**config.mk**
```make
export PLATFORM = sky130hd
export DESIGN_NAME = lag_diff
export DESIGN_NICKNAME = d
export VERILOG_FILES = /design/src/rtl/lag_diff.sv
export SDC_FILE = /design/constraint.sdc
export NUM_CORES = 1
export LEC_CHECK = 0
export CELL_PAD_IN_SITES_DETAIL_PLACEMENT = 0
export CELL_PAD_IN_SITES_GLOBAL_PLACEMENT = 1
export CORE_MARGIN = 2
export CORE_UTILIZATION = 44
export DETAILED_ROUTE_END_ITERATION = 6
export PLACE_DENSITY_LB_ADDON = 0.1
export SYNTH_ARGS = -nofsm -noshare
export SYNTH_HDL_FRONTEND = slang
export SYNTH_SLANG_ARGS = --single-unit
```
**constraint.sdc**
```tcl
create_clock -name clk -period 8.9 [get_ports clk]
set_input_delay 1.335 -clock clk [delete_from_list [all_inputs] [get_ports clk]]
set_output_delay 1.335 -clock clk [all_outputs]
set_load 0.05 [all_outputs]
```
**src/rtl/lag_diff.sv**
```systemverilog
// lag_diff: lagged first difference of a signed sample stream.
// Keeps a circular history of the last LAG accepted samples and, per accepted
// sample, emits the sample LAG positions back (prev) and x - prev (diff),
// either wrapped or saturated, plus an overflow flag and a primed flag.
module lag_diff #(
  parameter int WIDTH = 32,
  parameter int LAG   = 1,
  parameter bit SAT   = 1'b0
) (
  input  logic                    clk,
  input  logic                    rst,
  input  logic                    clr,
  input  logic                    in_valid,
  input  logic signed [WIDTH-1:0] x,
  output logic                    out_valid,
  output logic signed [WIDTH-1:0] prev,
  output logic signed [WIDTH-1:0] diff,
  output logic                    primed,
  output logic                    ovf
);

  // Pointer is at least one bit wide; the history array is rounded up to a
  // power of two so any pointer value indexes a real entry. Only entries
  // 0..LAG-1 are ever addressed because wp wraps at LAG-1.
  localparam int PW    = (LAG > 1) ? $clog2(LAG) : 1;
  localparam int DEPTH = 1 << PW;
  localparam int CW    = $clog2(LAG + 1);

  localparam logic [PW-1:0] WP_LAST  = PW'(LAG - 1);
  localparam logic [CW-1:0] CNT_FULL = CW'(LAG);

  localparam logic signed [WIDTH-1:0] SMAX = {1'b0, {(WIDTH-1){1'b1}}};
  localparam logic signed [WIDTH-1:0] SMIN = {1'b1, {(WIDTH-1){1'b0}}};

  logic signed [WIDTH-1:0] hist [DEPTH];
  logic [PW-1:0]           wp;
  logic [CW-1:0]           cnt;

  logic signed [WIDTH-1:0] head;
  logic signed [WIDTH:0]   exact;
  logic                    exact_ovf;
  logic signed [WIDTH-1:0] diff_n;

  // Full-precision difference against the oldest entry, then wrap or clamp.
  always_comb begin
    head      = hist[wp];
    exact     = {x[WIDTH-1], x} - {head[WIDTH-1], head};
    exact_ovf = exact[WIDTH] ^ exact[WIDTH-1];
    diff_n    = exact[WIDTH-1:0];
    if (SAT && exact_ovf) begin
      diff_n = exact[WIDTH] ? SMIN : SMAX;
    end
  end

  // History, pointer, fill counter and registered outputs.
  always_ff @(posedge clk or posedge rst) begin
    if (rst) begin
      for (int unsigned i = 0; i < DEPTH; i++) begin
        hist[PW'(i)] <= '0;
      end
      wp        <= '0;
      cnt       <= '0;
      out_valid <= 1'b0;
      prev      <= '0;
      diff      <= '0;
      primed    <= 1'b0;
      ovf       <= 1'b0;
    end else if (clr) begin
      for (int unsigned i = 0; i < DEPTH; i++) begin
        hist[PW'(i)] <= '0;
      end
      wp        <= '0;
      cnt       <= '0;
      out_valid <= 1'b0;
      prev      <= '0;
      diff      <= '0;
      primed    <= 1'b0;
      ovf       <= 1'b0;
    end else if (in_valid) begin
      prev      <= head;
      diff      <= diff_n;
      ovf       <= exact_ovf;
      primed    <= (cnt == CNT_FULL);
      out_valid <= 1'b1;
      hist[wp]  <= x;
      wp        <= (wp == WP_LAST) ? '0 : wp + 1'b1;
      if (cnt != CNT_FULL) begin
        cnt <= cnt + 1'b1;
      end
    end else begin
      out_valid <= 1'b0;
    end
  end

endmodule

```
# [Word level (Yosys, flattened, before mapping)]
# Cells that the tools add are included.
# Widths: inputs -> output; s select.
[word_totals] input_bits=36 word_cells=42 ff_bits=133 output_inout_bits=67
[classes] reduce_logical=2 n_bitwise=2 mux=24 magnitude_cmp=2 n_addsub=3
[ops] op="$mux 32" count=8
[ops] op="$mux 64" count=2
[ops] op="$bwmux 64" count=1
[ops] op="$sub 32x32->33" count=1
[ops] op="$demux 32 s1" count=1
[ops] op="$mux 1" count=12
[ops] op="$add 1x1->1 const B" count=2
[ops] op="$ge 2x2->1 const B" count=1
[ops] op="$lt 2x1->1 const B" count=1
[ops] op="$not 1->2" count=1
[ops] op="$reduce_bool 2->1" count=1
[ops] op="$logic_and 1x1->1" count=1
[ops] op="$xor 1x1->1" count=1

# [Logic depth before layout (Yosys ltp)]
# Gate-level depths: netlist (run 1).
[logic_depth] ltp_word=8 depth_mapped=13 ltp_nobuf=13

# [Least setup slack after synthesis (run 1)]
# Ideal clock, no wire load.
[synth_timing] kind="input -> register" startpoint="in x[0]" endpoint="reg ovf" path_slack_ps=5166 t_arrival_ps=3640 path_buffers=0 required_time_ps=8806 setup_ps=94 cell_stages=13 path_cell_list="inv_1 -> ha_1 -> inv_1 -> fa_1 -> a211oi_1 -> o21ai_2 -> o2111ai_1 -> a21oi_2 -> o21ai_2 -> o21ai_2 -> a221o_1 -> xnor2_1 -> a211oi_1"
[synth_via] elab_chain_len=4
[synth_lines] element="from (decl)" line="14" source="input logic signed [WIDTH-1:0] x,"
[synth_lines] element="$sub 32x32->33" line="47" source="exact = {x[WIDTH-1], x} - {head[WIDTH-1], head};"
[synth_lines] element="$xor 1x1->1" line="48" source="exact_ovf = exact[WIDTH] ^ exact[WIDTH-1];"
[synth_lines] element="$mux 1" line="79" source="end else if (in_valid) begin"
[synth_lines] element="$mux 1" line="68" source="end else if (clr) begin"
[synth_lines] element="to (signal assigned)" line="82" source="ovf <= exact_ovf;"
[synth_lines] element="to (decl)" line="19" source="output logic ovf"
# Every way passes these cells. The select of a mux whose other input is x is not followed.
# A chain may end at the register's enable or synchronous reset.

# [Worst setup path after layout (run 1)]
# Same ends and word-level chain as after synthesis.

==> metrics.txt, run 1 <==
status finished, final reports clean; drt wl/cell 14.8 µm; largest net degree at the start of global routing 102; Hold Crit Depth 2; max incr delay on CP 0.42 ns; Hold WC Path Type reg -> reg; # DRC 0; Starting Density 0.454; post-DP HPWL 8970 µm; reg-to-reg critical path endpoint ovf$_DFFE_PP0P_; dominant cells by area after synthesis dfrtp_1 (44%), mux2i_1 (15%), ha_1 (7.0%), nor2_1 (6.7%), inv_1 (2.8%); Synthesized Nets 661; post-synth top area share 0.435; final instance area 0.00719 mm²; via count 4,443; cell mode on critical path o21ai_2; Crit path arrival time 4.37 ns; fraction of power spent switching nets 0.324; die area 0.0140 mm²; hold_buf cts 0; first-pass GRT wire length 21,400 µm; CP startpoint kind primary input; PwrDens 177 mW/mm²; I/O Buffers 102; chip width 118 µm; Power Internal 0.000858 W; Final Hold Fails 0; Worst Hold End diff[25]$_DFFE_PP0P_; worst-path cell chain clkdlybuf4s50_1 > inv_1 > ha_1 > inv_1 > fa_1 > a211oi_1 > o21ai_2 > o2111ai_1 > a21oi_2 > o21ai_2 > o21ai_2 > a221o_1 > xnor2_1 > a211oi_1; Worst Setup End Kind flip-flop; CP required 9.14 ns; Clk network pwr share 0.316; CP max FO 4; initial antenna violation count 0; FF-to-FF path depth 12; DRT iter0 DRCs 201; H-tree depth 3; Relative slew margins 0.321; asr flop ratio synth 1.00; Slowest-stage cell, CP clkdlybuf4s50_1; placed cell area 0.00689 mm²; Comb pwr share 0.286; layout cell share with drive strength beyond 1 0.0526; NetSw 0.000412 W; leakage power figure 3.36 nW; drt via density 5.19; Root Buffer Master clkbuf_16; CTS tree done; yosys warns 0; predominant post-synthesis flop cell dfrtp_1; crit path time final 4.13 ns; fin. max-slew vios 0; peak supply drop 115 µV; Die H 118 µm; cell taking the most area after synthesis dfrtp_1; CTS Buf Count 9; Rows 41; Post-DRT Antenna Nets 0; clock buffer depth 2; Resized cells post-CTS 0; Synth Register Bits 100; min-delay src diff[25]$_DFFE_PP0P_; global route overflow 0; Post-Route WL 12,700 µm; # setup viols final 0; CTS Sinks 100; register area 0.00250 mm²; worst r2r src hist[32]$_DFFE_PP0P_; post-synthesis cell area 0.00575 mm²; fin nets 748; IO Pins 103; core region area 0.0127 mm²; crit share post-route 0.464; multi-input logic area 0.00298 mm²; CP Class in -> reg; setup TNS 0 ns; vias in the first global route 4,347; RSZ-0062 raised after global routing no; syn avg cell area 9.71 µm²; EDFF count, synth 0; clk_lat worst skew 0.35 ns; worst-margin pin slew 1.02 ns; post-synthesis sequential area ratio 0.435; final total power 0.00127 W; n_diodes 0; Reg2Reg Setup Slack 5.85 ns; clock slew at reported path FFs 0.06 ns; fill count 1,153; sequential share of power 0.398; Worst Skew 0.00632 ns; synthesis-to-layout area growth 25.2%; Cells after Synth 592; RD Place Congestion 0.855; Tot GR Track Use 0.188; postcts setup bufs 0; DRT Pass-1 Iters 4; MaxCap Viol Count 0; post-synth cell types 56; Max Fclk 242 MHz
## worst max path at each step
stage               from              end  slack (ns)  cells past startpoint
finish              x[0]  ovf$_DFFE_PP0P_        4.77                     14
global route        x[0]  ovf$_DFFE_PP0P_        4.46                     14
CTS                 x[0]  ovf$_DFFE_PP0P_        4.73                     14
detailed placement  x[0]  ovf$_DFFE_PP0P_        4.40                     14
global placement    x[0]  ovf$_DFFE_PP0P_        4.47                     14
floorplan            rst  cnt$_DFFE_PP0P_        4.95                      1
## cell families after synthesis
| group | share of synthesized area |
|---|---|
| compound gates | 0.120 |
| buf+inv | 0.0466 |
| xor+xnor | 0.0351 |
| simple gates | 0.142 |
| flops | 0.435 |
| fa+ha+maj | 0.0732 |
| mux | 0.148 |
## cell type report
cell class | instances | share of cell area
timing repair buffer | 104 | 0.143
inverter | 43 | 0.0228
multi-input combinational | 421 | 0.414
tap | 172 | 0.0299
sequential | 100 | 0.348
clock buffer | 13 | 0.0362
clock inverter | 3 | 0.00626
## Yosys cell counts (2+ instances only)
cell	n
o21ai_0	18
xnor2_1	13
a32oi_1	2
nor2_1	103
nand3b_1	2
a31oi_1	2
o21ai_2	4
a211oi_1	7
nor3_1	2
nand2_1	26
buf_1	9
a211o_1	2
o21ai_1	2
o21bai_1	4
nand3_1	11
nand2b_1	6
nand4_1	5
a21o_1	10
dfrtp_1	100
xor2_1	10
and2_1	3
inv_1	43
nor2b_1	4
or2_2	2
a21boi_0	2
nor4b_1	2
a21oi_1	27
and3_1	2
ha_1	32
mux2i_1	85
clkbuf_1	18
and4_1	3
nor3b_1	2
a21oi_2	2
a21o_2	2
a221o_1	3
o211ai_1	3
## cell usage in the layout, fill, tap and decap left out, types with 7 or more instances in the layout
cell type / instances
xnor2_1: 13
nand3_1: 11
xor2_1: 10
nor2_1: 103
a21o_1: 10
mux2i_1: 85
a211oi_1: 7
nand2_1: 26
clkdlybuf4s50_1: 100
dfrtp_1: 100
o21ai_0: 18
inv_1: 42
clkbuf_16: 9
a21oi_1: 27
ha_1: 32
## worst max-delay path: cells and delay by family
kind	cells	cell delay, ns
adders and majority gates	2	0.58
xor gates and xnor gates	1	0.13
buffers and inverters	3	0.53
AOI/OAI and AO/OA	8	1.78
## metrics by stage
stage          std cells  hold slack [ns]  worst slack, ns   util
5_1_grt              856            0.526             4.46  0.568
6_report             856            0.500             4.77  0.568
3_5_place_dp         840            0.485             4.40  0.544
3_3_place_gp         840            0.475             4.47  0.544
4_1_cts              856            0.500             4.73  0.568
2_1_floorplan        592            0.460             4.95      -
## state kept, by name (all words and copies together) (netlist names)
| name | cells |
|---|---|
| diff | 32 |
| hist | 32 |
| prev | 32 |
| cnt | 1 |
| out_valid | 1 |
| ovf | 1 |
| primed | 1 |
## per-layer routing
metal  track usage  share of wire  vias up
met5             0              0        -
met4        0.0617          0.013        0
met3        0.0415          0.047       12
met2         0.301           0.47       79
met1         0.252           0.48     2142
li1              -              -     2210
## power by group through the flow
stage          clock network [W]  logic [W]  registers (W)
4_1_cts                 0.000413   0.000367       0.000506
3_5_place_dp                   0   0.000365       0.000514
5_1_grt                 0.000430   0.000396       0.000509
2_1_floorplan                  0   0.000181       0.000588
6_report                0.000402   0.000363       0.000505
3_3_place_gp                   0   0.000364       0.000513
Note: power is estimated with default switching activity, not from simulation.
==> run 2, diff against run 1 <==
--- a/config.mk
+++ b/config.mk
@@ -8,7 +8,7 @@
 export CELL_PAD_IN_SITES_DETAIL_PLACEMENT = 0
 export CELL_PAD_IN_SITES_GLOBAL_PLACEMENT = 1
 export CORE_MARGIN = 2
-export CORE_UTILIZATION = 44
+export CORE_UTILIZATION = 41
 export DETAILED_ROUTE_END_ITERATION = 6
 export PLACE_DENSITY_LB_ADDON = 0.1
 export SYNTH_ARGS = -nofsm -noshare
==> constraint.sdc (replaced) <==
create_clock -name clk -period 3.8 [get_ports clk]
set_input_delay 0.57 -clock clk [delete_from_list [all_inputs] [get_ports clk]]
set_output_delay 0.57 -clock clk [all_outputs]
set_load 0.05 [all_outputs]
==> metrics.txt, run 2 (synthesized netlist as in run 1, its figures left out) <==
status finished, final reports clean; die area 0.0150 mm²; CP Class in -> reg; max incr delay on CP 0.43 ns; most common cell after layout, fill and taps aside nor2_1; most frequent cells in the layout nor2_1 (103), dfrtp_1 (100), clkdlybuf4s50_1 (100); Hold WC Path Type reg -> reg; largest net degree at the start of global routing 66; clock slew at reported path FFs 0.06 ns; drt via density 5.13; core region area 0.0138 mm²; final total power 0.00296 W; # setup viols final 0; DRT iter0 DRCs 187; drt wl/cell 15.4 µm; post-DP HPWL 9480 µm; clk_lat worst skew 0.35 ns; Tot GR Track Use 0.191; Slowest-stage cell, CP clkdlybuf4s50_1; RSZ-0062 raised after global routing no; Relative slew margins 0.481; largest registers diff x32, hist x32, prev x32; initial antenna violation count 0; MaxCap Viol Count 0; fin nets 752; CP startpoint kind primary input; FF-to-FF path depth 12; peak supply drop 221 µV; via count 4,444; synthesis-to-layout area growth 25.8%; Resized cells post-CTS 0; cell mode on critical path o21ai_2; worst-path cell chain clkdlybuf4s50_1 > inv_1 > ha_1 > inv_1 > fa_1 > a211oi_1 > o21ai_2 > o2111ai_1 > a21oi_2 > o21ai_2 > o21ai_2 > a221o_1 > xnor2_1 > a211oi_1; reg-to-reg critical path endpoint ovf$_DFFE_PP0P_; Final Hold Fails 0; chip width 122 µm; worst-margin pin slew 0.779 ns; Worst Skew 0.00761 ns; I/O Buffers 102; fin. max-slew vios 0; Max Fclk 300 MHz; PwrDens 409 mW/mm²; min-delay src diff[27]$_DFFE_PP0P_; vias in the first global route 4,472; crit path time final 3.33 ns; Die H 122 µm; hold_buf cts 0; Reg2Reg Setup Slack 0.80 ns; CTS Buf Count 9; Rows 43; CP endpoint ovf$_DFFE_PP0P_; Post-DRT Antenna Nets 0; Crit path arrival time 3.59 ns; CTS Sinks 100; H-tree depth 3; CP max FO 4; layout cell share with drive strength beyond 1 0.0582; IO Pins 103; postcts setup bufs 0; worst r2r src hist[32]$_DFFE_PP0P_; WP buf/inv 3; leakage power figure 3.39 nW; Worst setup startpoint x[0]; setup TNS 0 ns; n_diodes 0; Root Buffer Master clkbuf_16; Top delay family on crit path compound AO/OA/AOI/OAI gates; # DRC 0; CP required 4.06 ns; CTS tree done; DRT Pass-1 Iters 7; clock buffer depth 2; global route overflow 0; first-pass GRT wire length 22,600 µm; Post-Route WL 13,400 µm; WP depth 14; Worst Setup End Kind flip-flop; RD Place Congestion 0.834; Starting Density 0.417; crit share post-route 0.878
-- run 2: cell types whose count changed in the layout (fill, tap and decap cells not counted) --
cell	change
buf_12	+1
buf_4	+3
bufinv_16	-1
clkbuf_1	-1
clkbuf_8	+2
clkinv_2	+1
clkinvlp_4	-2
-- run 2: worst reg2reg max path, cell delays in order, from the launching register on --
cell	delay, ns
dfrtp_1	0.37
ha_1	0.20
inv_1	0.06
fa_1	0.41
a211oi_1	0.27
o21ai_2	0.14
o2111ai_1	0.33
a21oi_2	0.12
o21ai_2	0.18
o21ai_2	0.11
a221o_1	0.33
xnor2_1	0.14
a211oi_1	0.24
-- run 2: how the worst min path moves through the flow --
| stage | end | cells after the start |
|---|---|---|
| 3_5_place_dp | diff[25]$_DFFE_PP0P_ | 2 |
| 6_report | diff[27]$_DFFE_PP0P_ | 2 |
| 2_1_floorplan | cnt$_DFFE_PP0P_ | 2 |
| 5_1_grt | diff[21]$_DFFE_PP0P_ | 1 |
| 4_1_cts | diff[25]$_DFFE_PP0P_ | 2 |
| 3_3_place_gp | diff[25]$_DFFE_PP0P_ | 2 |
-- run 2: per-layer routing --
| layer | GRT usage | vias to the layer above | part of all wire |
|---|---|---|---|
| met1 | 0.256 | 2144 | 0.49 |
| met4 | 0.0690 | 0 | 0.016 |
| met5 | 0 | - | 0 |
| met2 | 0.311 | 72 | 0.46 |
| met3 | 0.0335 | 13 | 0.034 |
| li1 | - | 2215 | - |
-- run 2: power by group --
part	internal, W	switching (W)	leakage [nW]
registers	0.00114	0.0000483	1.34
logic	0.000332	0.000531	1.91
clock network	0.000512	0.000399	0.145
-- run 2: area by class of cell --
class | instances | area [µm²]
multi-input cells | 421 | 2980
inverters | 43 | 164
well taps | 180 | 225
clock buffers | 14 | 284
flip-flops and latches | 100 | 2500
clock inverters | 1 | 5.00
fillers | 1313 | 6540
repair buffers | 108 | 1070
-- run 2: stage by stage --
| stage | worst slack [ns] | hold slack (ns) | util | cell area, µm² | instances |
|---|---|---|---|---|---|
| final | 0.465 | 0.497 | 0.525 | 7230 | 867 |
| after global routing | 0.148 | 0.533 | 0.525 | 7230 | 867 |
| after CTS | 0.468 | 0.500 | 0.525 | 7230 | 867 |
| after detailed placement | 0.122 | 0.482 | 0.504 | 6940 | 852 |
| after global placement | 0.208 | 0.474 | 0.504 | 6940 | 852 |
| after floorplan | 0.611 | 0.460 | - | 5750 | 592 |
==> run 3, diff against run 2 <==
--- a/config.mk
+++ b/config.mk
@@ -5,10 +5,11 @@
 export SDC_FILE = /design/constraint.sdc
 export NUM_CORES = 1
 export LEC_CHECK = 0
+export ABC_AREA = 1
 export CELL_PAD_IN_SITES_DETAIL_PLACEMENT = 0
 export CELL_PAD_IN_SITES_GLOBAL_PLACEMENT = 1
 export CORE_MARGIN = 2
-export CORE_UTILIZATION = 41
+export CORE_UTILIZATION = 38
 export DETAILED_ROUTE_END_ITERATION = 6
 export PLACE_DENSITY_LB_ADDON = 0.1
 export SYNTH_ARGS = -nofsm -noshare
==> constraint.sdc (replaced) <==
create_clock -name clk -period 3.1 [get_ports clk]
set_input_delay 0.465 -clock clk [delete_from_list [all_inputs] [get_ports clk]]
set_output_delay 0.465 -clock clk [all_outputs]
set_load 0.05 [all_outputs]
==> metrics.txt, run 3 <==
RSZ-0062 raised after global routing no; CTS tree done; post-synthesis cell area 0.00603 mm²; PwrDens 478 mW/mm²; largest net degree at the start of global routing 67; CTS Buf Count 9; Final Worst Setup Slack 0.774 ns; Post-synth top cells nand2_1 (321), inv_1 (120), dfrtp_1 (100); fin. max-slew vios 0; die area 0.0169 mm²; leakage power figure 3.83 nW; main combinational cell family by area after synthesis simple AND/OR/NAND/NOR gates; Relative slew margins 0.503; clock slew at reported path FFs 0.07 ns; # DRC 0; CP Class in -> reg; Cells after Synth 855; setup TNS 0 ns; Slowest-stage cell, CP fa_1; Hold WC Path Type reg -> reg; worst-path cell chain clkdlybuf4s50_1 > inv_1 > ha_1 > inv_1 > fa_1 > nand2_1 > nand2_1 > nand3_1 > nand2_2 > nand2_1 > nand2_2 > a21oi_1 > nand2_1 > nand3_1 > nand2_1; hold_buf cts 0; worst r2r src hist[32]$_DFFE_PP0P_; RD Place Congestion 0.876; Tot GR Track Use 0.216; fill count 1,610; max incr delay on CP 0.40 ns; most common cell after layout, fill and taps aside nand2_1; core region area 0.0157 mm²; vias in the first global route 5,421; Final Hold Fails 0; # setup viols final 0; Post-DRT Antenna Nets 0; CTS Sinks 100; drt wl/cell 14.8 µm; Rows 46; Worst Skew 0.0115 ns; FF-to-FF path depth 13; initial antenna violation count 0; cell mode on critical path nand2_1; EDFF count, synth 0; DRT iter0 DRCs 267; global route overflow 0; CP max FO 5; syn avg cell area 7.05 µm²; synthesis-to-layout area growth 26.1%; most frequent cells in the layout nand2_1 (321), inv_1 (119), clkdlybuf4s50_1 (102); DRT Pass-1 Iters 5; worst-margin pin slew 0.745 ns; Post-Route WL 17,400 µm; Starting Density 0.384; CP required 3.34 ns; yosys warns 0; I/O Buffers 102; n_diodes 0; predominant post-synthesis flop cell dfrtp_1; Worst Setup End Kind flip-flop; Root Buffer Master clkbuf_16; H-tree depth 3; drt via density 4.73; Max Fclk 430 MHz; Simple-Gate Fraction of Synth Area 0.307; Synthesized Nets 924; MaxCap Viol Count 0; largest registers diff x32, hist x32, prev x32; Hold Crit Depth 2; first-pass GRT wire length 28,000 µm; CP startpoint kind primary input; Worst Setup Slack post-DPL 0.434 ns; via count 5,563; Synth Area in XOR/XNOR 0.00145; Resized cells post-CTS 0; dominant cells by area after synthesis dfrtp_1 (42%), nand2_1 (20%), inv_1 (7.5%), ha_1 (6.6%), o21ai_0 (6.6%); Worst setup startpoint x[0]; multiplexer share of the synthesized area 0; postcts setup bufs 0; Crit path arrival time 2.56 ns; post-DP HPWL 12,900 µm; chip width 130 µm; crit path time final 2.33 ns; peak supply drop 222 µV; status finished, final reports clean; post-synthesis sequential area ratio 0.415; compound-cell area share of the yosys netlist 0.110; final instance area 0.00760 mm²; placed cell area 0.00731 mm²; Synth Register Bits 100; IO Pins 103; post-synth top area share 0.415; Die H 130 µm; min-delay src cnt$_DFFE_PP0P_; asr flop ratio synth 1.00; crit share post-route 0.750; clock buffer depth 2; cell taking the most area after synthesis dfrtp_1; layout cell share with drive strength beyond 1 0.0729; post-synth cell types 36; most numerous cell in the Yosys netlist nand2_1; fin nets 1,024; Post-Synth Adder-Cell Area 0.0698; clk_lat worst skew 0.35 ns
-- run 3: cell count changes after synthesis, moves of 10 or more --
cell,previous run,this run
o21ai_0,18,80
xor2_1,10,0
nand2_1,26,321
inv_2,0,12
nor2_1,103,45
xnor2_1,13,1
nand3_1,11,29
inv_1,43,120
nand2_2,0,24
mux2i_1,85,0
-- run 3: worst paths after layout --
check | to | slack (ns)
max | ovf$_DFFE_PP0P_ | 0.77
min in group asynchronous | prev[8]$_DFFE_PP0P_ | 0.50
max reg2reg | ovf$_DFFE_PP0P_ | 1.00
max in group asynchronous | hist[42]$_DFFE_PP0P_ | 1.82
min | cnt$_DFFE_PP0P_ | 0.47
min reg2reg | cnt$_DFFE_PP0P_ | 0.47
-- run 3: kinds of logic after synthesis --
kind of cell,Yosys count
AND/OR/NAND/NOR,443
buffers and inverters,152
AO/OA/AOI/OAI,126
flip-flops,100
adder cells (fa/ha/maj),33
XOR/XNOR,1
-- run 3: per-stage QoR --
stage / hold WS [ns] / cells / utilization / total power, W
after detailed placement: 0.463 / 1160 / 0.466 / 0.00253
after global routing: 0.496 / 1176 / 0.484 / 0.00385
after CTS: 0.481 / 1176 / 0.484 / 0.00368
after floorplan: 0.440 / 855 / - / 0.00217
final: 0.471 / 1176 / 0.484 / 0.00363
after global placement: 0.452 / 1160 / 0.466 / 0.00253
-- run 3: power breakdown --
part	total, W	internal [W]	switching (W)
clock network	0.00113	0.000628	0.000505
logic	0.00107	0.000346	0.000724
registers	0.00143	0.00139	0.0000434
-- run 3: area by class of cell --
| cell class | instances | area [µm²] | area share |
|---|---|---|---|
| clock buffers | 12 | 236 | 0.0311 |
| clock inverters | 4 | 48.8 | 0.00642 |
| inverters | 133 | 502 | 0.0660 |
| multi-input cells | 603 | 2950 | 0.388 |
| flip-flops and latches | 100 | 2500 | 0.329 |
| well taps | 216 | 270 | 0.0356 |
| repair buffers | 108 | 1090 | 0.144 |
-- run 3: critical path: cells and delay by family --
| family | cells | cell delay (ns) |
|---|---|---|
| and+or+nand+nor | 9 | 0.83 |
| adders and majority gates | 2 | 0.55 |
| buffers and inverters | 3 | 0.54 |
| AOI/OAI and AO/OA | 1 | 0.17 |
-- run 3: per-layer routing --
layer / up-vias / track usage / wire length [µm]
li1: 2852 / - / -
met1: 2576 / 0.306 / 8640
met2: 122 / 0.345 / 7890
met3: 13 / 0.0283 / 623
met4: 0 / 0.0658 / 249
met5: - / 0 / 0
